===== src/rtl/branch_predict.sv =====
// Conditional-branch predictor: 2-bit counter PHT + global history, F->D carry and Decode resolve.
// Build option: define BPU_GSHARE_EN for gshare indexing (PC xor history); default is bimodal.
module branch_predict #(
  parameter int PHT_AW = 6,
  parameter int GHR_W  = 6
) (
  input  logic        clk,
  input  logic        rst,
  input  logic [31:0] pcF,
  input  logic        branchF,
  output logic        pred_takeF,
  input  logic        stallD,
  input  logic        flushD,
  input  logic        branchD,
  input  logic        branch_takeD,
  output logic        pred_takeD,
  output logic        mispredictD
);

  localparam int PHT_N = 1 << PHT_AW;

  logic [1:0]        pht [PHT_N];
  logic [GHR_W-1:0]  ghr;
  logic [PHT_AW-1:0] idxF;
  logic [PHT_AW-1:0] idxD;
  logic              validD;
  logic              resolveD;
  logic              unused_pc_bits;

  assign unused_pc_bits = ^{pcF[31:PHT_AW+2], pcF[1:0]};

`ifdef BPU_GSHARE_EN
  assign idxF = pcF[PHT_AW+1:2] ^ PHT_AW'(ghr);
`else
  assign idxF = pcF[PHT_AW+1:2];
`endif

  // Lookup reads the pre-update counter; there is deliberately no write bypass.
  assign pred_takeF = branchF & pht[idxF][1];

  // F->D carry: flush (or reset) clears, stall holds.
  always_ff @(posedge clk) begin
    if (rst || flushD) begin
      validD     <= 1'b0;
      idxD       <= '0;
      pred_takeD <= 1'b0;
    end else if (!stallD) begin
      validD     <= branchF;
      idxD       <= idxF;
      pred_takeD <= pred_takeF;
    end
  end

  // Mispredict stays visible while stalled; only training is gated by stallD.
  assign resolveD    = validD & branchD & ~stallD;
  assign mispredictD = validD & branchD & (pred_takeD != branch_takeD);

  // A flush in the resolve cycle does not cancel training of the branch in Decode.
  always_ff @(posedge clk) begin
    if (rst) begin
      for (int i = 0; i < PHT_N; i++) pht[i] <= 2'b01;
      ghr <= '0;
    end else if (resolveD) begin
      if (branch_takeD) begin
        if (pht[idxD] != 2'b11) pht[idxD] <= pht[idxD] + 2'd1;
      end else begin
        if (pht[idxD] != 2'b00) pht[idxD] <= pht[idxD] - 2'd1;
      end
      ghr <= {ghr[GHR_W-2:0], branch_takeD};
    end
  end

endmodule


===== config.mk =====
export PLATFORM = sky130hd
export DESIGN_NAME = branch_predict
export DESIGN_NICKNAME = d
export VERILOG_FILES = /design/src/rtl/branch_predict.sv
export SDC_FILE = /design/constraint.sdc
export NUM_CORES = 1
export LEC_CHECK = 0
export ABC_AREA = 1
export BUFFER_PORTS_ARGS = -buffer_cell sky130_fd_sc_hd__buf_2
export CAP_MARGIN = 15
export CORE_MARGIN = 1
export CORE_UTILIZATION = 45
export CTS_BUF_LIST = sky130_fd_sc_hd__clkbuf_4
export CTS_CLUSTER_SIZE = 12
export DETAILED_ROUTE_END_ITERATION = 12
export MAX_ROUTING_LAYER = met4
export PLACE_DENSITY = 0.65
export SLEW_MARGIN = 30
export SYNTH_ARGS = -nofsm -noshare
export SYNTH_HDL_FRONTEND = slang
export SYNTH_SLANG_ARGS = --single-unit

===== constraint.sdc =====
create_clock -name clk -period 3.3 [get_ports clk]
set_clock_uncertainty 0.1 [all_clocks]
set_input_delay 0.165 -clock clk [delete_from_list [all_inputs] [get_ports clk]]
set_output_delay 0.165 -clock clk [all_outputs]
set_load 0.01 [all_outputs]

==> results.toml <==
[power]
swShare_pct = 26.1
power.density_mw_per_mm2 = 457
finalPower_uw = 3880
combPwrFrac_pct = 12.7
internal-power_uw = 2860
p_clk_share_pct = 35.4
p_switching_uw = 1010
pwr-share-seq_pct = 51.9
p_leak_uw = 0.00311
peakVddDrop_mv = 0.189

[timing]
final_max_slew_viol_count = 0
min_period_ps = 2990
tns_ps = 0
setup_violations = 0
worst_pin_slew_ps = 826
slew_headroom_pct = 44.9
final.period_utilization_pct = 90.6
whs_ps = 76.9
fin_ws_ps = 309
rsz0062_at_grt = "no"
hold_viol = 0
clock.fmax_ghz = 0.334

[detailed_routing]
firstDrtPassIters = 5
via_per_inst = 5.69
wl_per_cell_um = 17.9
drt-initial-drc-count = 747
drc = 0
vias = 6830
drtAntennaViolNets = 0
routed_wl_mm = 21.5

[die]
die_y_um = 133
start_util_pct = 46.4
rows = 47
core-area_mm2 = 0.0168
io-pin-count = 42
dieArea_mm2 = 0.0178
die_w_um = 133

[synthesis]
synth-edff-count = 128
ys.flop_type = "edfxtp_1"
syn_area_mm2 = 0.00778
syn_avg_cell_area_um2 = 8.04
seq_area_frac_synth_pct = 53.0
yosysMostFrequentCell = "nand2_1"
yosys-top-cells-area = "edfxtp_1 (49%), nand2_1 (14%), nand3_1 (13%)"
postSynthCellCount = 968
yosys_warnings = 0
yosysTopAreaCell = "edfxtp_1"
synth_commonest_cells = "nand2_1 (298), nand3_1 (202), nor2_1 (164), edfxtp_1 (128), buf_2 (26)"
synth_top_area_share_pct = 49.4
yosysUniqueCellTypes = 24
syn_nets = 1007
synthArstFlopShare_pct = 0
ys_seq_elements = 142

[worst_setup_path]
critical_path.max_stage_delay_ps = 420
critPathKind = "reg -> reg"
critPathRequiredTime_ps = 3440
crit_top_cell = "nand2_1"
crit_chain = "inv_2 -> buf_12 -> nand2_1 -> nand3_1 -> nand3_1 -> nand2_1 -> nand2_1 -> nand3_1 -> nand3_1 -> nand2_2 -> o21ai_1 -> nand2_4 -> buf_12 -> nand2_1 -> nand2_1"
slowest_stage = "dfxtp_4"
critPathLaunchType = "register"
worstSetupEndpointType = "register"
arrival_ps = 3130
worst-path-max-fanout = 60
r2r_setup_slack_ps = 310

[global_routing]
grt_pass1_vias = 6308
grt_pass1_wl_mm = 33.4
gr-total-overflow = 0
grt_start_max_net_pins = 65
antenna_found_initial = 1
grt_use_total_pct = 25.9

[placed_design]
dp_worst_setup_slack_ps = 264
hpwl_mm = 13.0
port_buffers = 15
place.gp.congestion = 0.858
dpl.cell_count = 1152

[clock_network]
htree_levels = 4
cts.sink_count = 142
root_buffer = "clkbuf_4"
cts_tree = "done"
cts_setup_buffers = 0
clockBufferDepth = 2
path_clk_slew_ps = 110
cts_buffers = 17
clk_latency_ps = 540

[hold_path]
hp-class = "in -> reg"

[final_layout]
area_growth_pct = 9.02
final_cells = 1200
fin_nets = 1005
fillers = 1592
final_layout_size_suffix_gt1_share_pct = 7.15

[outcome]
status = "finished clean"

[run]
maxCapViolations = 0
==> kinds of logic (layout without fill, tap and decap cells) <==
logic type	after synthesis	in the layout	synth area share, %
other	0	1	0
buffers and inverters	91	102	5.68
AND/OR/NAND/NOR	668	668	35.6
XOR/XNOR	1	1	0.113
flip-flops	142	142	53.0
AO/OA/AOI/OAI	66	66	5.56
==> area by class of cell <==
class                      instances  area (um2)  area share (%)
sequential                       142        4130            48.7
tap                              220         275            3.24
clock buffer                      18         135            1.59
clock inverter                    14         220            2.60
timing repair buffer              49         418            4.93
inverter                          21        78.8           0.929
antenna                            1        2.50          0.0295
multi-input combinational        735        3230            38.0
==> worst paths after layout <==
check                                     startpoint                      end  cells after the start
worst max-delay path                        register  pht[5][0]$_SDFFCE_PN1P_                     15
worst min-delay path                          pcF[4]                 register                      3
worst max register to register              register  pht[5][0]$_SDFFCE_PN1P_                     15
worst min register to register  idxD[3]$_SDFFE_PP0N_                 register                      2
==> stage by stage <==
stage	area (um2)	utilization (%)
finish	8480	50.6
global route	8480	50.6
CTS	8480	50.6
detailed placement	7970	47.6
global placement	7970	47.6
floorplan	7780	-
==> cell usage in the layout, fill, tap and decap left out, types with 16 or more instances in the layout <==
cell type | synthesis | routed
nand2_1 | 298 | 296
edfxtp_1 | 128 | 128
o21bai_1 | 16 | 16
clkbuf_4 | 0 | 18
nand3_1 | 202 | 202
nor2_1 | 164 | 164
o21ai_0 | 24 | 24
inv_1 | 19 | 18
==> critical path, delay by kind of cell (launching register included) <==
family,cells,cell delay (ps)
AND/OR/NAND/NOR,11,1390
AO/OA/AOI/OAI,1,140
flip-flops,1,420
buffers and inverters,3,610
==> flip-flops by register name, summed over array words and instances, names as in the netlist, named ones only <==
signal      cells
idxD            6
pht           128
pred_takeD      1
validD          1
==> power groups by stage <==
stage	sequential (uW)	clock, uW	combinational (uW)
global placement	2050	0	470
CTS	2010	1380	488
global route	2020	1450	537
floorplan	2040	0	324
detailed placement	2050	0	473
finish	2010	1370	492
==> timing repair <==
| item | CTS | global route |
|---|---|---|
| hold buffers | 15 | 0 |
| setup endpoints to repair | 0 | 46 |
| resized for setup | 0 | 1 |
| hold endpoints to repair | 14 | 0 |
==> layer usage <==
metal	vias up	share of wire (%)	GRT usage [%]
met1	3190	41	31.7
met5	-	0	-
met2	319	48	42.8
met3	40	7.7	4.19
li1	3281	-	-
met4	0	2.9	9.97
Note: power is estimated with default switching activity, not from simulation.
